[src/rtl/quad_encoder_emu.sv]
// rtl/quad_encoder_emu.sv - multi-channel quadrature encoder emulator with external encoder passthrough
// Optional acceleration ramp is enabled by defining QUAD_ACCEL_EN.
module quad_encoder_emu #(
  parameter int CHANNELS    = 2,
  parameter int DIV_W       = 16,
  parameter int SLOW_DIV    = 5500,
  parameter int FAST_DIV    = 1375,
  parameter int ACCEL_STEPS = 16
) (
  input  logic                clk_sys,
  input  logic                reset_n,
  input  logic [CHANNELS-1:0] left,
  input  logic [CHANNELS-1:0] right,
  input  logic [CHANNELS-1:0] ext_a,
  input  logic [CHANNELS-1:0] ext_b,
  output logic [CHANNELS-1:0] enc_a,
  output logic [CHANNELS-1:0] enc_b,
  output logic [CHANNELS-1:0] sel_ext
);

  if (CHANNELS < 1 || CHANNELS > 4) begin : g_bad_channels
    $error("quad_encoder_emu: CHANNELS must be 1..4");
  end
  if (SLOW_DIV < 2 || SLOW_DIV >= (1 << DIV_W)) begin : g_bad_slow
    $error("quad_encoder_emu: SLOW_DIV out of range");
  end
  if (FAST_DIV < 2 || FAST_DIV > SLOW_DIV || ACCEL_STEPS < 1) begin : g_bad_accel
    $error("quad_encoder_emu: FAST_DIV/ACCEL_STEPS out of range");
  end

  localparam logic [DIV_W-1:0] SLOW_RELOAD = DIV_W'(SLOW_DIV - 1);
`ifdef QUAD_ACCEL_EN
  localparam logic [DIV_W-1:0] FAST_RELOAD = DIV_W'(FAST_DIV - 1);
  localparam int               ACC_W       = $clog2(ACCEL_STEPS + 1);
  localparam logic [ACC_W-1:0] ACC_MAX     = ACC_W'(ACCEL_STEPS);
`endif

  for (genvar ch = 0; ch < CHANNELS; ch++) begin : g_ch
    logic [1:0]       ph_q, ph_d;
    logic [DIV_W-1:0] cnt_q, cnt_d;
    logic             sel_q, sel_d;
    logic [1:0]       enc_q, enc_d;
    // external pin pairs are packed {a, b}
    logic [1:0]       sync1_q, sync1_d;
    logic [1:0]       sync2_q, sync2_d;
    logic [1:0]       old_q, old_d;
    logic             fwd, rev, active, step, ext_edge;
    logic [DIV_W-1:0] reload;

    assign fwd    = right[ch] & ~left[ch];
    assign rev    = left[ch] & ~right[ch];
    assign active = fwd | rev;
    assign step   = active && (cnt_q == '0);

`ifdef QUAD_ACCEL_EN
    logic [ACC_W-1:0] acc_q, acc_d;
    logic             last_fwd_q, last_fwd_d;

    always_comb begin
      acc_d      = acc_q;
      last_fwd_d = last_fwd_q;
      if (!active) begin
        acc_d = '0;
      end else begin
        last_fwd_d = fwd;
        if (fwd != last_fwd_q) begin
          acc_d = step ? ACC_W'(1) : '0;
        end else if (step && acc_q != ACC_MAX) begin
          acc_d = acc_q + ACC_W'(1);
        end
      end
      // the reload performed this cycle already sees the updated step count
      reload = (acc_d == ACC_MAX) ? FAST_RELOAD : SLOW_RELOAD;
    end

    always_ff @(posedge clk_sys or negedge reset_n) begin
      if (!reset_n) begin
        acc_q      <= '0;
        last_fwd_q <= 1'b0;
      end else begin
        acc_q      <= acc_d;
        last_fwd_q <= last_fwd_d;
      end
    end
`else
    assign reload = SLOW_RELOAD;
`endif

    always_comb begin
      ph_d    = ph_q;
      cnt_d   = cnt_q;
      sync1_d = {ext_a[ch], ext_b[ch]};
      sync2_d = sync1_q;
      old_d   = sync2_q;
      ext_edge = (sync2_q != old_q);
      if (!active) begin
        cnt_d = reload;
      end else if (step) begin
        cnt_d = reload;
        // Gray sequence 00->01->11->10 forward, reversed for left
        ph_d  = fwd ? {ph_q[0], ~ph_q[1]} : {~ph_q[0], ph_q[1]};
      end else begin
        cnt_d = cnt_q - DIV_W'(1);
      end
      sel_d = step ? 1'b0 : (ext_edge ? 1'b1 : sel_q);
      enc_d = sel_d ? sync2_q : ph_d;
    end

    always_ff @(posedge clk_sys or negedge reset_n) begin
      if (!reset_n) begin
        ph_q    <= 2'b00;
        cnt_q   <= SLOW_RELOAD;
        sel_q   <= 1'b0;
        enc_q   <= 2'b00;
        sync1_q <= 2'b11;
        sync2_q <= 2'b11;
        old_q   <= 2'b11;
      end else begin
        ph_q    <= ph_d;
        cnt_q   <= cnt_d;
        sel_q   <= sel_d;
        enc_q   <= enc_d;
        sync1_q <= sync1_d;
        sync2_q <= sync2_d;
        old_q   <= old_d;
      end
    end

    assign enc_a[ch]   = enc_q[1];
    assign enc_b[ch]   = enc_q[0];
    assign sel_ext[ch] = sel_q;
  end

endmodule
[config.mk]
export PLATFORM = sky130hd
export DESIGN_NAME = quad_encoder_emu
export DESIGN_NICKNAME = d
export VERILOG_FILES = /design/src/rtl/quad_encoder_emu.sv
export SDC_FILE = /design/constraint.sdc
export NUM_CORES = 1
export LEC_CHECK = 0
export ABC_AREA = 1
export CORE_UTILIZATION = 50
export CTS_BUF_LIST = sky130_fd_sc_hd__clkbuf_2
export DETAILED_ROUTE_END_ITERATION = 8
export MAX_ROUTING_LAYER = met4
export PLACE_DENSITY = 0.76
export SETUP_SLACK_MARGIN = 0.2
export SLEW_MARGIN = 10
export SYNTH_ARGS = -nofsm -noshare
export SYNTH_HDL_FRONTEND = slang
export SYNTH_SLANG_ARGS = --single-unit
[constraint.sdc]
create_clock -name clk_sys -period 3.9 [get_ports clk_sys]
set_clock_uncertainty 0.15 [all_clocks]
set_input_delay 0.39 -clock clk_sys [delete_from_list [all_inputs] [get_ports clk_sys]]
set_output_delay 0.39 -clock clk_sys [all_outputs]
set_load 0.01 [all_outputs]
==> results.json <==
{
  "outcome": "complete, no violations",
  "design.core.area_mm2": 0.00488,
  "cts_tree": "done",
  "mappedNetlistNets": 307,
  "num_vias": 1809,
  "post-route-util_pct": 59.5,
  "cts_inserted_buffers": 5,
  "total_negative_setup_slacks_ps": 0,
  "nFillCells": 448,
  "synth_cells": 292,
  "remaining_drc_errors": 0,
  "worstMarginPinSlew_ps": 679,
  "fp.dieH_um": 74.3,
  "power_density_mw_per_mm2": 337,
  "worstSetupStartpointType": "flop",
  "crit_path_top_delay_cell": "clkdlybuf4s50_1",
  "overflow": 0,
  "maximum_vdd_ir_drop_mv": 0.159,
  "crit_path_end_kind": "output pin",
  "final_cell_mix": "nand2_1 (65), nor2_1 (44), inv_1 (31)",
  "post_drt_wl_per_cell_um": 10.9,
  "drive_above_1_share_pct": 21.3,
  "critPathBufInv": 1,
  "flow.area_growth_from_synthesis_pct": 11.0,
  "path_max_fanout": 1,
  "synth.lib_cells_used.distinct": 26,
  "gr-usage-all-layers_pct": 17.8,
  "gp_routability_congestion": 0.859,
  "clk_root_buffer_cell": "clkbuf_2",
  "slew_headroom_pct": 54.8,
  "cts_buffer_depth": 2,
  "report.final.hold_viol_count": 0,
  "boundaryPins": 16,
  "timing.reg2reg.worst_path_depth": 9,
  "detail_route.iter0.violations": 71,
  "holdCritPathClass": "in -> reg",
  "initial_antenna_violation_count": 0,
  "timing.critical_path.depth": 1,
  "critical_path.cell_chain": "clkdlybuf4s50_1",
  "die_area_mm2": 0.00553,
  "cpPeakStageDelay_ps": 540,
  "worst-setup-path-type": "reg -> out",
  "mostFrequentLayoutCell": "nand2_1",
  "syn_avg_cell_area_um2": 8.96,
  "final_critical_path_setup_slack_ps": 1990,
  "period_minus_ws_final_ps": 1910,
  "arrival_ps": 1370,
  "routed_via_density": 4.75,
  "post-cts-setup-buffers": 0,
  "postRouteAntennaNets": 0,
  "period_share_pct": 48.9,
  "drt_wl_total_um": 4140,
  "mapped_cell_area_mm2": 0.00262,
  "cts_resized": 0,
  "insertion_delay_ps": 440,
  "design.final.nets": 328,
  "floorplan.initialDensity_pct": 53.6,
  "grt_setup_unrepaired": "false",
  "cts_sinks": 54,
  "dp_slack_ps": 1550,
  "path_clk_slew_ps": 250,
  "insertedDiodeCount": 0,
  "power_leakage_nw": 1.29,
  "clock.fmax_ghz": 0.524,
  "final-max-slew-violation-count": 0,
  "timing.final.setup_violations": 0,
  "dp.final_hpwl_um": 3120,
  "detailedRoute.firstPassIterationCount": 6,
  "worst_hold_path.num_cells": 1,
  "post-layout-total-power_mw": 0.980,
  "clock_tree.htree_level_count": 2,
  "fp.dieW_um": 74.3,
  "grt_pass1_vias": 1751,
  "seq_total_area_yosys_pct": 53.1,
  "synth_seq_cells": 54,
  "global_route_wire_length_before_repair_um": 7220,
  "ys_warn_count": 0,
  "crit_required_ps": 3360,
  "grt_max_degree": 32,
  "worst_path_dominant_cell_family": "buffers and inverters",
  "count_of_max_cap_constraint_violations": 0,
  "floorplan.rows": 25,
  "placement.io_buffers": 15
}
==> flip-flops by register name (all words and copies together), names as in the netlist <==
| register | flops |
|---|---|
| g_ch.cnt_q | 32 |
| g_ch.enc_q | 4 |
| g_ch.old_d | 4 |
| g_ch.old_q | 4 |
| g_ch.ph_q | 4 |
| g_ch.sel_q | 2 |
| g_ch.sync1_q | 4 |
==> stage by stage <==
step / area, um^2 / hold slack (ps) / cells
floorplan: 2620 / -55.6 / 292
global placement: 2830 / 196 / 372
detailed placement: 2830 / 199 / 372
CTS: 2900 / 136 / 381
global route: 2900 / 107 / 381
finish: 2900 / 162 / 381
==> where the power goes <==
group	leakage (nW)	internal (mW)	switching (mW)	total, mW
Clock	0.0392	0.111	0.170	0.280
Combinational	0.639	0.0361	0.0566	0.0927
Sequential	0.615	0.595	0.0118	0.607
Total	1.29	0.742	0.238	0.980
==> what timing repair did <==
action,in CTS,in global routing
hold buffers,1,0
endpoints found under the hold margin,12,0
setup endpoints to repair,0,0
==> cell type report <==
cell class | count | area (um^2) | share of cell area, %
clock buffer | 6 | 30.0 | 1.03
multi-input combinational | 201 | 1070 | 37.0
tap | 67 | 83.8 | 2.89
sequential | 54 | 1390 | 47.8
inverter | 34 | 128 | 4.39
clock inverter | 2 | 37.5 | 1.29
timing repair buffer | 17 | 163 | 5.60
==> cells in the mapped netlist <==
cell	number	area (um^2)
nor2_1	44	165
nand3_4	1	17.5
buf_6	1	11.3
nor2_2	6	37.5
xor2_1	8	70.1
nand3_1	20	100
dfstp_2	30	788
xnor2_1	11	96.3
nand2_1	65	244
nand2_4	1	11.3
dfrtp_1	24	601
inv_1	31	116
or2_0	1	6.26
nand3_2	3	30.0
nand4_1	5	31.3
ha_1	5	62.6
nor3_1	4	20.0
and2_1	4	25.0
nor2_4	4	45.0
a21oi_1	6	30.0
o21ai_0	2	10.0
nand2_2	6	37.5
inv_2	3	11.3
or2_2	3	18.8
buf_4	2	15.0
nand3b_1	2	15.0
==> metal layers <==
layer	up-vias	track usage, %	share of wire (%)
li1	945	-	-
met5	-	-	0
met2	32	28.4	46
met3	11	3.93	3.0
met4	0	8.18	2.3
met1	821	21.6	49
==> cells by family (layout without fill, tap and decap cells) <==
group | count (synthesis) | in the layout | share of synthesized area, %
xor+xnor | 19 | 19 | 6.36
fa+ha+maj | 5 | 5 | 2.39
flops | 54 | 54 | 53.1
simple gates | 169 | 169 | 30.8
buf+inv | 37 | 59 | 5.88
compound gates | 8 | 8 | 1.53
==> final timing paths <==
check / startpoint / end / slack (ps)
min in group asynchronous: reset_n / g_ch[1].cnt_q[11] / 330
setup / recovery: g_ch[0].enc_q[0] / enc_b[0] / 1990
hold reg to reg: g_ch[0].sync1_q[0] / g_ch[0].old_d[0] / 230
setup reg to reg: g_ch[0].cnt_q[0] / g_ch[0].cnt_q[13] / 2100
max in group asynchronous: reset_n / g_ch[0].sync1_q[1] / 2470
hold / removal: ext_b[1] / g_ch[1].sync1_q[0] / 160
Note: power is estimated with default switching activity, not from simulation.
